--- src/rtl/sat_expand.sv ---
// sat_expand: receive-side widening stage for signed saturated samples.
//   Sign-extends isz-bit samples to osz bits and applies a left shift.
//   The shift is clamped to the available headroom (osz-isz).
//   Full-scale input codes (max positive / max negative) are flagged as
//   clip events and counted in a saturating counter for software monitoring.
//   Two-stage pipeline: valid follows ena by 2 clocks, with full throughput.
//
// Ports:
//   clk      - system clock, rising edge
//   reset    - asynchronous active-high reset
//   ena      - input sample valid strobe
//   in       - signed input sample [isz-1:0]
//   shift    - left-shift amount [shw-1:0], captured with each sample
//   clr      - synchronous clear of clip_cnt (and peak)
//   out      - signed widened, shifted sample [osz-1:0], holds between valids
//   valid    - single-cycle strobe per output sample
//   clip     - sample on out came from a full-scale input code
//   clip_cnt - saturating count of clip events [cw-1:0]
//   peak     - (only with SAT_EXPAND_PEAK_EN) unsigned peak |in| [isz-1:0]
//
// Optional feature macro: SAT_EXPAND_PEAK_EN
module sat_expand #(
  parameter int unsigned isz = 12,
  parameter int unsigned osz = 17,
  parameter int unsigned shw = 3,
  parameter int unsigned cw  = 16
) (
  input  logic           clk,
  input  logic           reset,
  input  logic           ena,
  input  logic [isz-1:0] in,
  input  logic [shw-1:0] shift,
  input  logic           clr,
  output logic [osz-1:0] out,
  output logic           valid,
  output logic           clip,
`ifdef SAT_EXPAND_PEAK_EN
  output logic [isz-1:0] peak,
`endif
  output logic [cw-1:0]  clip_cnt
);

  localparam int unsigned hr = osz - isz;

  localparam logic [isz-1:0] max_pos = {1'b0, {(isz-1){1'b1}}};
  localparam logic [isz-1:0] max_neg = {1'b1, {(isz-1){1'b0}}};

  // stage 1
  logic [isz-1:0] in1;
  logic [shw-1:0] sh1;
  logic           fs1;
  logic           v1;

  // stage 2 combinational helpers
  logic [osz-1:0] ext;
  logic [31:0]    s_eff;
  logic           event_clip;

  always_comb begin
    ext        = {{hr{in1[isz-1]}}, in1};
    s_eff      = (32'(sh1) > hr) ? hr : 32'(sh1);
    event_clip = fs1 & v1;
  end

  always_ff @(posedge clk or posedge reset) begin
    if (reset) begin
      in1 <= '0;
      sh1 <= '0;
      fs1 <= 1'b0;
      v1  <= 1'b0;
    end else begin
      v1 <= ena;
      if (ena) begin
        in1 <= in;
        sh1 <= shift;
        fs1 <= (in == max_pos) || (in == max_neg);
      end
    end
  end

  always_ff @(posedge clk or posedge reset) begin
    if (reset) begin
      out   <= '0;
      valid <= 1'b0;
      clip  <= 1'b0;
    end else begin
      valid <= v1;
      if (v1) begin
        out  <= ext << s_eff;
        clip <= fs1;
      end
    end
  end

  // clr wins over the old count but a same-cycle event still counts as one
  always_ff @(posedge clk or posedge reset) begin
    if (reset) begin
      clip_cnt <= '0;
    end else if (clr) begin
      clip_cnt <= event_clip ? cw'(1) : '0;
    end else if (event_clip && (clip_cnt != '1)) begin
      clip_cnt <= clip_cnt + cw'(1);
    end
  end

`ifdef SAT_EXPAND_PEAK_EN
  // |max neg| = 2^(isz-1) still fits as an unsigned isz-bit value
  logic [isz-1:0] mag1;

  always_comb begin
    mag1 = in1[isz-1] ? (~in1 + isz'(1)) : in1;
  end

  always_ff @(posedge clk or posedge reset) begin
    if (reset) begin
      peak <= '0;
    end else if (clr) begin
      peak <= v1 ? mag1 : '0;
    end else if (v1 && (mag1 > peak)) begin
      peak <= mag1;
    end
  end
`endif

endmodule
--- config.mk ---
export PLATFORM = sky130hd
export DESIGN_NAME = sat_expand
export DESIGN_NICKNAME = d
export VERILOG_FILES = /design/src/rtl/sat_expand.sv
export SDC_FILE = /design/constraint.sdc
export NUM_CORES = 1
export LEC_CHECK = 0
export CELL_PAD_IN_SITES_DETAIL_PLACEMENT = 1
export CELL_PAD_IN_SITES_GLOBAL_PLACEMENT = 1
export CORE_ASPECT_RATIO = 1.25
export CORE_MARGIN = 10
export CORE_UTILIZATION = 40
export DETAILED_ROUTE_END_ITERATION = 10
export PLACE_DENSITY = 0.8
export SLEW_MARGIN = 20
export SYNTH_ARGS = -nofsm -noshare
export SYNTH_HDL_FRONTEND = slang
export SYNTH_SLANG_ARGS = --single-unit
export TNS_END_PERCENT = 20
--- constraint.sdc ---
create_clock -name clk -period 6.3 [get_ports clk]
set_clock_uncertainty 0.1 [all_clocks]
set_input_delay 1.26 -clock clk [delete_from_list [all_inputs] [get_ports clk]]
set_output_delay 1.26 -clock clk [all_outputs]
set_load 0.01 [all_outputs]
# Yosys cells after proc, flatten, opt, wreduce, memory -nomap -nowiden
# Cells that the tools add are included.
dict set report classes {
  bitwise 1
  n_lt_le_gt_ge 1
  mul 0
  add_sub_neg 1
  mux 4
  shifts 1
  div_mod_pow 0
  n_reduce_logical 3
  eq_ne 3
}
# operator count
set op_table {}
lappend op_table {{16-bit 2-to-1 mux} 2}
lappend op_table {{17-bit by 3-bit left shift with 17-bit output} 1}
lappend op_table {{16-bit by 1-bit adder with 16-bit output, second input constant} 1}
lappend op_table {{16-bit != test, second input constant} 1}
lappend op_table {{12-bit by 11-bit == test with 1-bit output, second input constant} 1}
lappend op_table {{12-bit == test, second input constant} 1}
lappend op_table {{3-bit > comparator, second input constant} 1}
lappend op_table {{3-bit 2-to-1 mux} 1}
lappend op_table {{2-bit nonzero test} 1}
lappend op_table {{1-bit bitwise AND} 1}
lappend op_table {{1-bit logical AND} 1}
lappend op_table {{1-bit logical OR} 1}
lappend op_table {{1-bit 2-to-1 mux} 1}
dict set report word_totals {
  register_bits 52
  in_bits 19
  out_inout_bits 35
  latchBits 0
  ramBits 0
  memories 0
  rom_bits 0
  elab_cells 22
}

# Logic depth before layout (Yosys ltp)
# Gate-level depths: netlist of the first run.
dict set report depth {
  depth_word 4
  depth_mapped 6
  depth_no_buf 5
}

# Worst setup path before layout of the first run
# OpenSTA, ideal clock, no wires.
dict set report synth_timing {
  path_kind {input -> register}
  from {input port ena}
  to {register in1[1]}
  setup_ps 125
  stages 3
  slack_ps 3834
  path_buffers 2
  arrival_ps 2241
  required_ps 6075
  cell_sequence {clkbuf_1 -> buf_1 -> mux2_2}
}
# item line_no
set synth_lines {}
lappend synth_lines {{start, declared} 30} ;# input logic ena,
lappend synth_lines {{end signal, assigned} 74} ;# in1 <= in;
lappend synth_lines {{end, declared} 49} ;# logic [isz-1:0] in1;
# No word-level cell between the ends.

# Final worst setup path of the first run
dict set report layout_timing {
  from {register clip_cnt[0]}
  to {output port clip_cnt[0]}
}
# item line_no
set layout_lines {}
lappend layout_lines {{start, declared} 40} ;# output logic [cw-1:0] clip_cnt
lappend layout_lines {{start signal, assigned} 100} ;# clip_cnt <= event_clip ? cw'(1) : '0;
lappend layout_lines {{start signal, assigned} 102} ;# clip_cnt <= clip_cnt + cw'(1);
# No word-level cell between the ends.

==> results.md, run 1 <==
- Status: completed
- Antenna violations before repair: 0
- Yosys cell types: 42
- Yosys warns: 0
- Critical path's slowest cell: clkdlybuf4s50_1
- ANT cells: 0
- Setup violators final: 0
- CP bufs+invs: 1
- Layout Cells excl Fill: 392
- Hold buffer count at CTS: 0
- H-tree depth: 2
- Vias in the first global route: 2365
- GPL Wtd Cong: 0.797
- Worst min-delay path category: reg -> reg
- Clk buf depth: 2
- CP arrival: 1.34 ns
- DRC viols: 0
- ANT nets after route: 0
- Pin count of the biggest net entering global routing: 53
- CTS Root Cell: clkbuf_8
- Top FF cell, synth: dfrtp_1
- Largest fanout on the critical path: 6
- Slew @ Worst Pin: 0.895 ns
- Placed cell count: around 380
- Mapped Cells: 261
- MaxCap Viol Count: 0
- Mapped Avg Cell Area: 10.5 µm²
- Fill cells: 729
- CP Class: reg -> out
- CTS tree: done
- Syn-to-layout area delta: 27.0%
- Register Area: roughly 1300 µm²
- Power, Total: 888 µW
- Total CTS buffers: 5
- Pwr Density: 255 nW/µm²
- Commonest cells after routing, fill and taps aside: clkdlybuf4s50_1 (53), dfrtp_1 (52), mux2_2 (25), a21oi_1 (22), mux2i_1 (18)
- Final instance area: 3480 µm²
- Synth Cell Area: 2740 µm²
- Final Cycle Share: 0.429
- Fin nets: 324
- RSZ-0062 raised after global routing: false
- Post-DP HPWL: 5220 µm
- IO Count: 54
- Drt first pass iters: 5
- Register area share after synthesis: 0.474
- Final Max Tran Viols: 0
- Final min period: 2.70 ns
- Clock-pin slew on the worst setup and hold paths: roughly 0.10 ns
- Post_cts resized: 0
- Max Clk Rate: 370 MHz
- Final Hold Violating Endpoints: 0
- Via-per-instance ratio: 5.64
- Layout cell share with drive strength beyond 1: 0.144
- Most common cell after layout, fill and taps aside: clkdlybuf4s50_1
- Peak VDD IR: 0.000148 V
- Post-synth EDFFs: 0
- Post-layout util: 0.527
- Total gr overflow: 0
- Worst path top cell family by delay: buffers and inverters
- Final wirelength: 6880 µm
- Crit. End Element: primary output
- Critical path's largest stage delay: between 0.5 and 0.6 ns
- Worst setup SP type: register
- CP Cell Sequence: clkdlybuf4s50_1
- Die Ht: 113 µm
- CP required: 4.94 ns
- GRT Resource Usage Total: 0.132
- Initial Util: 0.415
- Setup bufs post-CTS: 0
- Via count: about 2200
- Leakage power figure: 0.00135 µW
- DRT iter0 DRCs: 103
- #FFs+latches synth: 52
- Site Rows: 33
- DIE WIDTH: around 94 µm
- Worst-skew pair later-pin latency: 0.31 ns
- Input/output buffers: 53
- Slew headroom: 0.403
- Sink Count: 52
- TNS Setup: 0 ns
- First-pass GRT wire length: 11500 µm
- Syn Nets: roughly 280
- Synth async-reset ratio: 1.00
- DP Area: between 3000 and 4000 µm²
- Multi-input logic area: 1320 µm²
- Core region area: 6610 µm²
- DIE AREA: 10600 µm²
- Routed WL per cell: 17.6 µm
[path summary, 6_finish.rpt]
kind	start	endpoint	slack, ns	cells past startpoint
min in group asynchronous	reset	in1[1]	1.34	2
min	out[14]	out[14]	0.42	1
max in group asynchronous	reset	out[8]	4.25	2
max reg2reg	v1	clip_cnt[15]	3.84	5
min reg2reg	out[14]	out[14]	0.42	1
max	clip_cnt[0]	clip_cnt[0]	3.60	1
[sequential cells by signal, summed over array words and instances, names as in the netlist]
signal and cells:
clip_cnt 16, clip 1, valid 1, v1 1, sh1 3, fs1 1
in1 12, out 17
[synthesized netlist by cell type (6+ instances only)]
cell type | count | area (µm²)
inv_1 | 13 | 48.8
clkbuf_1 | 14 | 52.6
nand4_1 | 6 | 37.5
mux2_2 | 25 | 282
o21ai_0 | 11 | 55.1
a21oi_1 | 23 | 115
or4_1 | 7 | 52.6
dfrtp_1 | 52 | 1300
nand2_1 | 8 | 30.0
nor2_1 | 15 | 56.3
mux2i_1 | 18 | 180
nand3_1 | 8 | 40.0
o31ai_1 | 8 | 60.1
[stage by stage]
step                      setup WS [ns]  hold WS [ns]
final                              3.60         0.421
after global routing               3.54         0.445
after CTS                          3.59         0.429
after detailed placement           3.44         0.406
after global placement             3.47         0.392
after floorplan                    3.68         0.255
[power by group]
part	total, µW	internal (µW)	switching [µW]
clock network	310	199	111
registers	403	365	38.0
logic	174	99.9	74.6
total	888	664	224
[cells by family after synthesis]
logic type / synth area share
mux: 0.201
buf+inv: 0.0465
compound gates: 0.125
fa+ha+maj: 0.00456
simple gates: 0.148
flops: 0.474
[metal layers]
metal | share of wire | GRT usage
met5 | 0 | 0
met4 | 0.011 | 0.0365
met3 | 0.040 | 0.0300
met2 | 0.54 | 0.235
met1 | 0.41 | 0.151
[layout make-up]
cell class,count,share of cell area
sequential,52,0.374
tap,87,0.0313
clock inverter,3,0.0259
clock buffer,5,0.0198
timing repair buffer,55,0.157
inverter,13,0.0144
multi-input combinational,177,0.378
(Power assumes the default switching activity.)
==> run 2, diff against run 1 <==
--- a/config.mk
+++ b/config.mk
@@ -9,9 +9,9 @@
 export CELL_PAD_IN_SITES_GLOBAL_PLACEMENT = 1
 export CORE_ASPECT_RATIO = 1.25
 export CORE_MARGIN = 10
-export CORE_UTILIZATION = 40
+export CORE_UTILIZATION = 36
 export DETAILED_ROUTE_END_ITERATION = 10
-export PLACE_DENSITY = 0.8
+export PLACE_DENSITY = 0.76
 export SLEW_MARGIN = 20
 export SYNTH_ARGS = -nofsm -noshare
 export SYNTH_HDL_FRONTEND = slang
==> constraint.sdc (replaced) <==
create_clock -name clk -period 2.3 [get_ports clk]
set_clock_uncertainty 0.1 [all_clocks]
set_input_delay 0.46 -clock clk [delete_from_list [all_inputs] [get_ports clk]]
set_output_delay 0.46 -clock clk [all_outputs]
set_load 0.01 [all_outputs]
==> run 2 against run 1 <==
Register-to-register slack lost 3.7 ns. Setup slack lost 3.5 ns. Combinational power grew to 3.0 times the previous value. Hold slack lost 0.10 ns.
==> results.md, run 2 (synthesis gave the netlist of run 1 again) <==
- Post_cts resized: 0
- Most common cell after layout, fill and taps aside: clkdlybuf4s50_1
- Top flop regs: out x17, clip_cnt x16, in1 x12
- Post-layout util: 0.477
- RSZ-0062 raised after global routing: false
- DRC viols: 0
- CTS Root Cell: clkbuf_8
- Largest fanout on the critical path: 8
- Die Ht: 118 µm
- H-tree depth: 2
- Total CTS buffers: 5
- Multi-input logic area: roughly 1300 µm²
- Layout cell share with drive strength beyond 1: 0.168
- DIE WIDTH: between 90 and 100 µm
- CP Class: reg -> reg
- Final Max Tran Viols: 0
- DRT iter0 DRCs: 47
- Crit. End Element: register
- Leakage power figure: 0.00139 µW
- Sink Count: 52
- Core region area: 7400 µm²
- Pwr Density: 630 nW/µm²
- Setup bufs post-CTS: 0
- Worst-skew pair later-pin latency: 0.30 ns
- IO Count: 54
- Final instance area: around 3500 µm²
- ANT nets after route: 0
- Max Clk Rate: 460 MHz
- Site Rows: 35
- DIE AREA: 11500 µm²
- Hold_ws: 0.317 ns
- Register Area: 1300 µm²
- Final min period: around 2.2 ns
- Slew headroom: 0.599
- Post-DP HPWL: 5410 µm
- Clk buf depth: 2
- Via-per-instance ratio: about 5.5
- Largest register FFs: 17
- Input/output buffers: 53
- ANT cells: 0
- CP arrival: 2.29 ns
- Vias in the first global route: roughly 2500
- Final Hold Violating Endpoints: 0
- Syn-to-layout area delta: 28.6%
- TNS Setup: 0 ns
- Antenna violations before repair: 0
- Status: completed
- Drt first pass iters: 4
- CP required: 2.41 ns
- Worst min-delay path category: in -> async
- Slew @ Worst Pin: 0.600 ns
- Fill cells: 811
- Fin nets: 335
- Cells on worst reg2reg path: 5
- GRT Resource Usage Total: 0.122
- GPL Wtd Cong: a little under 0.8
- DP Area: 3420 µm²
- Initial Util: 0.371
- Setup violators final: 0
- Via count: 2255
- MaxCap Viol Count: 0
- Worst setup SP type: register
- Top reg by flops: out
- CTS tree: done
- Final wirelength: 7200 µm
- First-pass GRT wire length: 12000 µm
- Hold buffer count at CTS: 0
- Peak VDD IR: 0.000364 V
- Routed WL per cell: 17.6 µm
- Commonest cells after routing, fill and taps aside: clkdlybuf4s50_1 (53), dfrtp_1 (52), mux2_2 (25), a21oi_1 (23), mux2i_1 (18)
- Pin count of the biggest net entering global routing: 42
- Final Cycle Share: 0.945
- Clock-pin slew on the worst setup and hold paths: 0.09 ns
- Total gr overflow: 0
## run 2: changes by cell type in the layout (fill, tap and decap cells not counted), sizes merged
cell / change
buf: +11
bufinv: -2
clkbuf: +1
inv: +1
## run 2: final timing paths
| kind | from | end | slack (ns) |
|---|---|---|---|
| max | clip_cnt[0] | clip_cnt[14] | 0.13 |
| min reg2reg | out[16] | out[16] | 0.42 |
| min in group clk | out[16] | out[16] | 0.42 |
| min | reset | out[10] | 0.32 |
| max reg2reg | clip_cnt[0] | clip_cnt[14] | 0.13 |
| max in group asynchronous | reset | clip_cnt[10] | 1.27 |
## run 2: where the power goes
part           total, µW  switching, µW  internal, µW  leakage, µW
registers           1080           77.0          1000     0.000650
logic                523            235           288     0.000683
clock network        620            297           323    0.0000552
total               2220            608          1610      0.00139
## run 2: cell type report
class | instances | share of cell area
Inverter | 13 | 0.0138
Multi-Input combinational cell | 177 | 0.372
Tap cell | 92 | 0.0326
Sequential cell | 52 | 0.369
Clock buffer | 6 | 0.0206
Clock inverter | 2 | 0.00993
Timing Repair Buffer | 66 | 0.182
## run 2: worst max-delay path: stages, from the launching register on
cell,delay (ns)
dfrtp_1,0.44
ha_1,0.23
nand4_1,0.20
or3_1,0.51
or4_1,0.44
a21oi_1,0.16
## run 2: metrics by stage
stage / setup WS (ns) / power [µW] / instances
global placement: 0.248 / 1620 / 400
detailed placement: 0.172 / 1630 / 400
floorplan: 0.224 / 1370 / 261
CTS: 0.144 / 2250 / 408
global route: 0.0404 / 2340 / 408
finish: 0.127 / 2220 / 408
## run 2: routing by layer
layer	wire, µm	vias up	GRT usage	share of wire
met1	3250	1129	0.143	0.45
met5	0	-	0	0
met3	281	7	0.0305	0.039
li1	-	1072	-	-
met2	3600	47	0.211	0.50
met4	73	0	0.0364	0.010
==> run 3, diff against run 2 <==
--- a/config.mk
+++ b/config.mk
@@ -10,6 +10,7 @@
 export CORE_ASPECT_RATIO = 1.25
 export CORE_MARGIN = 10
 export CORE_UTILIZATION = 36
+export CTS_CLUSTER_SIZE = 40
 export DETAILED_ROUTE_END_ITERATION = 10
 export PLACE_DENSITY = 0.76
 export SLEW_MARGIN = 20
==> results of run 3 <==
Same layout as run 2: the final DEF is identical, and so are final timing and power.
